### config.mk
export PLATFORM = sky130hd
export DESIGN_NAME = apb_timer_flat
export DESIGN_NICKNAME = d
export VERILOG_FILES = /design/src/rtl/apb_timer_if.sv /design/src/rtl/apb_timer.sv /design/src/flat_wrapper.sv
export SDC_FILE = /design/constraint.sdc
export NUM_CORES = 1
export LEC_CHECK = 0
export CAP_MARGIN = 20
export CORE_ASPECT_RATIO = 2
export CORE_MARGIN = 2
export CORE_UTILIZATION = 40
export CTS_BUF_LIST = sky130_fd_sc_hd__clkbuf_8 sky130_fd_sc_hd__clkbuf_16
export DETAILED_ROUTE_END_ITERATION = 16
export SETUP_SLACK_MARGIN = 0.4
export SLEW_MARGIN = 20
export SYNTH_ARGS = -nofsm -noshare
export SYNTH_HDL_FRONTEND = slang
export SYNTH_SLANG_ARGS = --single-unit
### constraint.sdc
create_clock -name PCLK -period 2.7 [get_ports PCLK]
set_input_delay 0.405 -clock PCLK [delete_from_list [all_inputs] [get_ports PCLK]]
set_output_delay 0.405 -clock PCLK [all_outputs]
set_load 0.01 [all_outputs]
### src/rtl/apb_timer_if.sv
// APB slave-side bus bundle for apb_timer: request signals from the interconnect,
// registered read data and response flags back.
interface apb_timer_if;
    logic        PSEL;
    logic        PENABLE;
    logic        PWRITE;
    logic [31:0] PADDR;
    logic [31:0] PWDATA;
    logic [31:0] PRDATA;
    logic        PREADY;
    logic        PSLVERR;

    modport master (
        output PSEL, PENABLE, PWRITE, PADDR, PWDATA,
        input  PRDATA, PREADY, PSLVERR
    );

    modport slave (
        input  PSEL, PENABLE, PWRITE, PADDR, PWDATA,
        output PRDATA, PREADY, PSLVERR
    );
endinterface

### src/rtl/apb_timer.sv
// APB timer: prescaled 32-bit up-counter with compare match, auto-reload/one-shot and level irq.
// Optional APB_TIMER_SLVERR_EN: flag PSLVERR on accesses to the unmapped offsets 0x14-0x1C.
module apb_timer #(
    parameter int unsigned PRESC_W = 16
) (
    input  logic        PCLK,
    input  logic        PRESETn,
    apb_timer_if.slave  apb,
    output logic        irq
);
    typedef enum logic [2:0] {
        A_CTRL    = 3'd0,
        A_PRESC   = 3'd1,
        A_COMPARE = 3'd2,
        A_COUNT   = 3'd3,
        A_STATUS  = 3'd4
    } reg_addr_e;

    logic               r_en;
    logic               r_auto;
    logic               r_irq_en;
    logic [PRESC_W-1:0] r_presc;
    logic [PRESC_W-1:0] r_presc_cnt;
    logic [31:0]        r_compare;
    logic [31:0]        r_count;
    logic               r_match;
    logic [31:0]        r_prdata;

    logic [2:0]  w_addr;
    logic        w_wr;
    logic        w_rd_setup;
    logic        w_wr_ctrl;
    logic        w_wr_presc;
    logic        w_wr_cmp;
    logic        w_wr_count;
    logic        w_wr_status;
    logic        w_tick;
    logic        w_cnt_evt;
    logic        w_match;
    logic [31:0] w_rdata;
    logic        w_unused;

    assign w_addr      = apb.PADDR[4:2];
    assign w_wr        = apb.PSEL & apb.PENABLE & apb.PWRITE;
    assign w_rd_setup  = apb.PSEL & ~apb.PENABLE & ~apb.PWRITE;
    assign w_wr_ctrl   = w_wr & (w_addr == A_CTRL);
    assign w_wr_presc  = w_wr & (w_addr == A_PRESC);
    assign w_wr_cmp    = w_wr & (w_addr == A_COMPARE);
    assign w_wr_count  = w_wr & (w_addr == A_COUNT);
    assign w_wr_status = w_wr & (w_addr == A_STATUS);

    // A COUNT write in a tick cycle suppresses both the increment and the match test.
    assign w_tick    = r_en & (r_presc_cnt == r_presc);
    assign w_cnt_evt = w_tick & ~w_wr_count;
    assign w_match   = w_cnt_evt & (r_count == r_compare);

    always_comb begin
        w_rdata = '0;
        case (w_addr)
            A_CTRL:    w_rdata = {29'd0, r_irq_en, r_auto, r_en};
            A_PRESC:   w_rdata = 32'(r_presc);
            A_COMPARE: w_rdata = r_compare;
            A_COUNT:   w_rdata = r_count;
            A_STATUS:  w_rdata = {31'd0, r_match};
            default:   w_rdata = '0;
        endcase
    end

    always_ff @(posedge PCLK or negedge PRESETn) begin
        if (!PRESETn) begin
            r_en        <= 1'b0;
            r_auto      <= 1'b0;
            r_irq_en    <= 1'b0;
            r_presc     <= '0;
            r_presc_cnt <= '0;
            r_compare   <= '0;
            r_count     <= '0;
            r_match     <= 1'b0;
            r_prdata    <= '0;
        end else begin
            if (w_wr_ctrl) begin
                r_en     <= apb.PWDATA[0];
                r_auto   <= apb.PWDATA[1];
                r_irq_en <= apb.PWDATA[2];
            end else if (w_match && !r_auto) begin
                r_en <= 1'b0;
            end

            if (w_wr_ctrl && !apb.PWDATA[0]) begin
                r_presc_cnt <= '0;
            end else if (r_en) begin
                r_presc_cnt <= w_tick ? '0 : r_presc_cnt + 1'b1;
            end

            if (w_wr_presc) r_presc   <= apb.PWDATA[PRESC_W-1:0];
            if (w_wr_cmp)   r_compare <= apb.PWDATA;

            if (w_wr_count) begin
                r_count <= apb.PWDATA;
            end else if (w_match) begin
                if (r_auto) r_count <= '0;
            end else if (w_cnt_evt) begin
                r_count <= r_count + 32'd1;
            end

            // A new match outranks a simultaneous write-1-to-clear.
            if (w_match) begin
                r_match <= 1'b1;
            end else if (w_wr_status && apb.PWDATA[0]) begin
                r_match <= 1'b0;
            end

            if (w_rd_setup) r_prdata <= w_rdata;
        end
    end

    assign apb.PRDATA = r_prdata;
    assign apb.PREADY = 1'b1;
    assign irq        = r_match & r_irq_en;

`ifdef APB_TIMER_SLVERR_EN
    logic w_unmapped;
    assign w_unmapped  = (w_addr > A_STATUS);
    assign apb.PSLVERR = apb.PSEL & apb.PENABLE & w_unmapped;
`else
    assign apb.PSLVERR = 1'b0;
`endif

    assign w_unused = ^{apb.PADDR[31:5], apb.PADDR[1:0]};
endmodule

### src/flat_wrapper.sv
// flat-port wrapper written by rule: the top's interface ports become plain ports
module apb_timer_flat 
#(
    parameter int unsigned PRESC_W = 16
)
  (PCLK, PRESETn, irq, apb_PSEL, apb_PENABLE, apb_PWRITE, apb_PADDR, apb_PWDATA, apb_PRDATA, apb_PREADY, apb_PSLVERR);
  apb_timer_if apb_i ();
  input  logic PCLK;
  input  logic PRESETn;
  output logic irq;
  input wire logic [$bits(apb_i.PSEL)-1:0] apb_PSEL;
  input wire logic [$bits(apb_i.PENABLE)-1:0] apb_PENABLE;
  input wire logic [$bits(apb_i.PWRITE)-1:0] apb_PWRITE;
  input wire logic [$bits(apb_i.PADDR)-1:0] apb_PADDR;
  input wire logic [$bits(apb_i.PWDATA)-1:0] apb_PWDATA;
  output wire logic [$bits(apb_i.PRDATA)-1:0] apb_PRDATA;
  output wire logic [$bits(apb_i.PREADY)-1:0] apb_PREADY;
  output wire logic [$bits(apb_i.PSLVERR)-1:0] apb_PSLVERR;
  assign apb_i.PSEL = apb_PSEL;
  assign apb_i.PENABLE = apb_PENABLE;
  assign apb_i.PWRITE = apb_PWRITE;
  assign apb_i.PADDR = apb_PADDR;
  assign apb_i.PWDATA = apb_PWDATA;
  assign apb_PRDATA = apb_i.PRDATA;
  assign apb_PREADY = apb_i.PREADY;
  assign apb_PSLVERR = apb_i.PSLVERR;
  apb_timer #(.PRESC_W(PRESC_W)) u_core (.PCLK(PCLK), .PRESETn(PRESETn), .apb(apb_i), .irq(irq));
endmodule
# Word level (Yosys, flattened, before mapping)
# Cells that the tools add are included.
# Widths: inputs -> output; s select.
# op_classes
addsub,2
n_reduce_logical,11
eq_ne,7
n_bitwise,16
div_mod_pow,0
magnitude_cmp,0
shift,0
n_mux,12
mul,0
# ops
operator,n
$pmux 32 s5,1
$mux 32,4
$mux 16,3
$add 32x1->32 const B,1
$eq 32x32->1,1
$add 16x1->16 const B,1
$eq 16x16->1,1
$and 1x1->1,13
$eq 3x2->1 const B,2
$reduce_bool 2->1,3
$mux 1,4
$eq 3x1->1 const B,1
$eq 3x3->1 const B,1
$logic_and 1x1->1,3
$logic_not 3->1,1
$ne 3x1->1 const B,1
$not 1->1,3
$reduce_bool 3->1,1
$logic_not 1->1,2
$reduce_and 2->1,1
# word_totals
word_cells,57
inputBits,69
memories,0
latch_bits,0
romBits,0
ramBits,0
out_inout_bits,35
register_bits,132

# Logic depth before layout (Yosys ltp)
# logic_depth
ltp_word,9
mapped_depth,10

# Worst setup path after synthesis
# Ideal clock, no wire load.
# synth_timing
path_type,register to register
from,reg u_core.r_count[20]
to,reg u_core.r_count[27]
path_stages_with_launch,11
arrival_time_ns,2.016
required_time_ns,2.568
period_less_slack_ns,2.148
slack_ns,0.552
cell_sequence,dfrtp_1 -> buf_2 -> xor2_1 -> nor4_1 -> nand4_1 -> and4bb_1 -> buf_2 -> nor2_2 -> buf_2 -> a22oi_1 -> o211ai_2
# synth_between
elab_chain_len,4
word_cells_on_any_way,9
cone_classes,1 x add/sub; 2 x eq/ne; 3 x mux; 1 x bitwise; 2 x reduce/logical
# synth_rtl
element,line_no,rtl
"start, declared",apb_timer.sv:25,logic [31:0] r_count;
"start signal, assigned",apb_timer.sv:99,r_count <= apb.PWDATA;
"start signal, assigned",apb_timer.sv:103,r_count <= r_count + 32'd1;
$add 32x1->32 / $eq 32x32->1 (equally long branches),"apb_timer.sv:103, apb_timer.sv:55",
$mux 32 / $and 1x1->1 (equally long branches),"apb_timer.sv:102, apb_timer.sv:55",
$mux 32 (tied with other cells),apb_timer.sv:100,end else if (w_match) begin
$mux 32 / $reduce_and 2->1 (equally long branches),--,
# Parallel ways exist; a longest one is shown, timed or not. The select of a mux whose other input is x is not followed.
# A chain may end at the register's enable or synchronous reset.

# Final worst setup path
# layout_timing
from,reg u_core.r_presc_cnt[7]
to,reg u_core.r_count[5]
# layout_between
elab_chain_len,6
word_cells_on_any_way,9
cone_classes,2 x eq/ne; 2 x mux; 3 x bitwise; 2 x reduce/logical
# layout_rtl
element,line_no,rtl
"start, declared",apb_timer.sv:23,logic [PRESC_W-1:0] r_presc_cnt;
"start signal, assigned",apb_timer.sv:92,r_presc_cnt <= w_tick ? '0 : r_presc_cnt + 1'b1;
$eq 16x16->1 *,apb_timer.sv:53,assign w_tick = r_en & (r_presc_cnt == r_presc);
$and 1x1->1 *,apb_timer.sv:53,
$and 1x1->1 *,apb_timer.sv:54,assign w_cnt_evt = w_tick & ~w_wr_count;
$and 1x1->1,apb_timer.sv:55,assign w_match = w_cnt_evt & (r_count == r_compare);
$ne 3x1->1 (no line) (tied with other cells),--,
$reduce_and 2->1 (no line) / $mux 32 (equally long branches),--,
# Mark *: on every way between the ends. The rest lies on a longest branch, timed or not.

==> metrics <==
status completed; fmax 411 MHz; Skew-Pair Late Insertion Delay 0.43 ns; DIE WIDTH 98.5 um; CP Launch Point u_core.r_presc_cnt[7]$_DFFE_PN0P_; post-route ant nets 0; Bufs and invs on worst path 2; initial antenna violation count 0; # DRC 0; min-delay worst type reg2reg; Initial Utilization 0.405; n_diodes 0; GR Util All Layers 0.228; min cycle time layout 2.43 ns; clock sink total between 100 and 150; CTS clock-pin slew for the worst setup and hold paths 0.06 ns; flip-flop and latch count after synthesis approximately 130; pre-CTS setup slack 0.0921 ns; pwr/cell area between 700 and 800 nW/um^2; Worst setup EP type flip-flop; final setup fails 0; Via density 5.81; CP required 3.00 ns; DRT Pass-1 Iters 5; Via Count slightly above 6000; Hold Path End u_core.apb.PRDATA[0]$_DFFE_PN0P_; Async SR Flop Fraction 1.00; post-synthesis sequential area ratio 0.463; delay-heaviest family, CP simple AND/OR/NAND/NOR gates; FP Rows 69; Slew @ Worst Pin between 0.5 and 0.6 ns; setup TNS 0 ns; startpoint types flip-flop; RR Startpoint u_core.r_presc_cnt[7]$_DFFE_PN0P_; most frequent cells in the layout dfrtp_1, nand2_1, clkdlybuf4s50_1, buf_4, mux2_2; Hold Crit Start u_core.apb.PRDATA[0]$_DFFE_PN0P_; CP cell instances xnor2_1 -> nand3_1 -> nor4_2 -> nand3_1 -> buf_6 -> o21a_1 -> buf_6 -> o2bb2ai_2 -> a221o_1; static leakage between 0.003 and 0.004 uW; root buffer cell clkbuf_16; GRT overflow 0; vias in the first global route 5819; largest net degree at the start of global routing 55; Final Hold Vio Count 0; CP peak stage delay 0.44 ns; Max Slew Vio Count 0; die area roughly 19000 um^2; EDFF count, synth 0; Layout Skew 0.00930 ns; Crit Path Category reg2reg; Initial DRC Count 438; main flop type after synthesis dfrtp_1; first-pass GRT wire length 33200 um; leading cell type in the layout, fill and taps excluded dfrtp_1; syn nets between 700 and 800; worst rel slew slack 0.661; final hold slack 0.479 ns; CTS tree yes; CTS buffer count 17; Worst Path Max Fanout 10; CP max-delay cell dfrtp_1; Final nets between 800 and 900; Critical Path AT 2.73 ns; die span in y 193 um; flop-to-flop setup slack 0.27 ns; final setup margin 0.267 ns; GPL Wtd Cong roughly 0.90; Final Cycle Share 0.901; Worst Hold Path Cells 2; RSZ-0062 raised after global routing yes; Buffers on Ports 72; CTS HTree Levels 4; core box area 17600 um^2; synth unique cells 63; Final HPWL DP ~15000 um; Area Overhead vs Synth 32.7%; IO Count 104; CTS max path bufs 2; worst reg2reg endpoint u_core.r_count[5]$_DFFE_PN0P_; cell count after synthesis 712; Cell Area, Synth ~7100 um^2; area taken by flip-flops and latches 3330 um^2; Avg Cell Area, Syn 10.0 um^2; fillers around 1600; area of the multi-input gates between 3000 and 4000 um^2; WL final 21200 um; worst vdd ir 0.478 mV; layout cells sized above 1 0.269; Reg2Reg Depth 9; max-cap violations 0; Routed wire per std cell 20.2 um; yosys warns 0
==> worst max path at each step <==
stage,endpoint,slack (ns),cells after the start
2_1_floorplan,u_core.r_count[27]$_DFFE_PN0P_,0.55,10
3_3_place_gp,u_core.r_count[24]$_DFFE_PN0P_,0.11,9
3_5_place_dp,u_core.r_count[28]$_DFFE_PN0P_,0.09,7
4_1_cts,u_core.r_count[26]$_DFFE_PN0P_,0.31,7
5_1_grt,u_core.r_count[26]$_DFFE_PN0P_,0.22,7
6_report,u_core.r_count[5]$_DFFE_PN0P_,0.27,9
==> routing by layer <==
layer	share of wire	wire [um]	global-route usage
met5	0	0	0
met4	0.027	574	0.0885
met3	0.063	1340	0.0359
met2	0.49	10500	0.373
met1	0.42	8820	0.304
==> state kept, by name, indices dropped and copies added (netlist names) <==
name,cells
u_core.r_presc_cnt,16
u_core.apb.PRDATA,32
u_core.r_auto,1
u_core.r_presc,16
u_core.r_count,32
u_core.r_compare,32
u_core.r_en,1
u_core.r_match,1
u_core.r_irq_en,1
==> logic make-up (layout without fill, tap and decap cells) <==
group,count (synthesis),in the layout,share of synthesized area
simple gates,253,254,0.178
compound gates,133,133,0.122
flops,132,132,0.463
mux,82,82,0.131
xor+xnor,58,58,0.0712
buf+inv,50,176,0.0303
fa+ha+maj,2,2,0.00351
other cells,2,2,0.00105
==> layout make-up <==
cell class	instances	share of cell area
sequential	132	0.352
timing repair buffer	137	0.134
clock inverter	12	0.0243
multi-input combinational	531	0.412
inverter	9	0.00357
tap	213	0.0281
clock buffer	18	0.0464
==> cell usage after synthesis, types with 4 or more instances <==
library cell / n / share of area
xor2_1: 38 / 0.047
nor3_1: 14 / 0.0098
o311ai_0: 5 / 0.0061
and3_1: 10 / 0.0088
or3_1: 7 / 0.0061
inv_1: 9 / 0.0047
a22oi_1: 19 / 0.020
dfrtp_1: 132 / 0.46
a21oi_1: 12 / 0.0084
mux2i_1: 16 / 0.022
clkbuf_1: 15 / 0.0079
mux2_1: 10 / 0.016
a31oi_1: 4 / 0.0035
buf_2: 14 / 0.0098
nor4_1: 13 / 0.011
nand3_1: 34 / 0.024
nand4_1: 18 / 0.016
or4_1: 4 / 0.0042
nor2b_1: 4 / 0.0035
a21o_1: 7 / 0.0074
buf_1: 9 / 0.0047
nand2_1: 86 / 0.045
o211ai_1: 4 / 0.0042
mux2_2: 53 / 0.084
and2_1: 4 / 0.0035
xnor2_1: 20 / 0.025
nor2_1: 37 / 0.019
o21ai_0: 52 / 0.036
==> worst reg2reg max path, delay by kind of cell (launching register included) <==
family	cells	cell delay, ns
buf+inv	2	0.35
xor+xnor	1	0.22
flops	1	0.44
simple gates	3	0.68
compound gates	3	0.61
==> metrics by stage <==
stage	area (um^2)	std cells	power [uW]	utilization
6_report	9470	1052	6800	0.538
3_5_place_dp	8300	998	4000	0.471
5_1_grt	9470	1052	7090	0.538
3_3_place_gp	8300	998	3970	0.471
4_1_cts	9240	1039	6750	0.525
2_1_floorplan	7140	712	3380	-
==> report_power, final <==
| part | leakage, uW | internal (uW) | switching, uW | total (uW) |
|---|---|---|---|---|
| Sequential | 0.00161 | 2290 | 356 | 2640 |
| Combinational | 0.00204 | 762 | 757 | 1520 |
| Clock | 0.000318 | 1750 | 891 | 2640 |
| Total | 0.00397 | 4800 | 2000 | 6800 |
==> repair_timing <==
action                                  CTS  global route
pin swaps                                28            26
hold endpoints to repair                 51             0
gates resized for setup                  39            44
gates cloned                              1             0
hold buffers                              1             0
setup buffers                             9            13
endpoints found under the setup margin   33            32
Power figures use the tool's default switching activity.
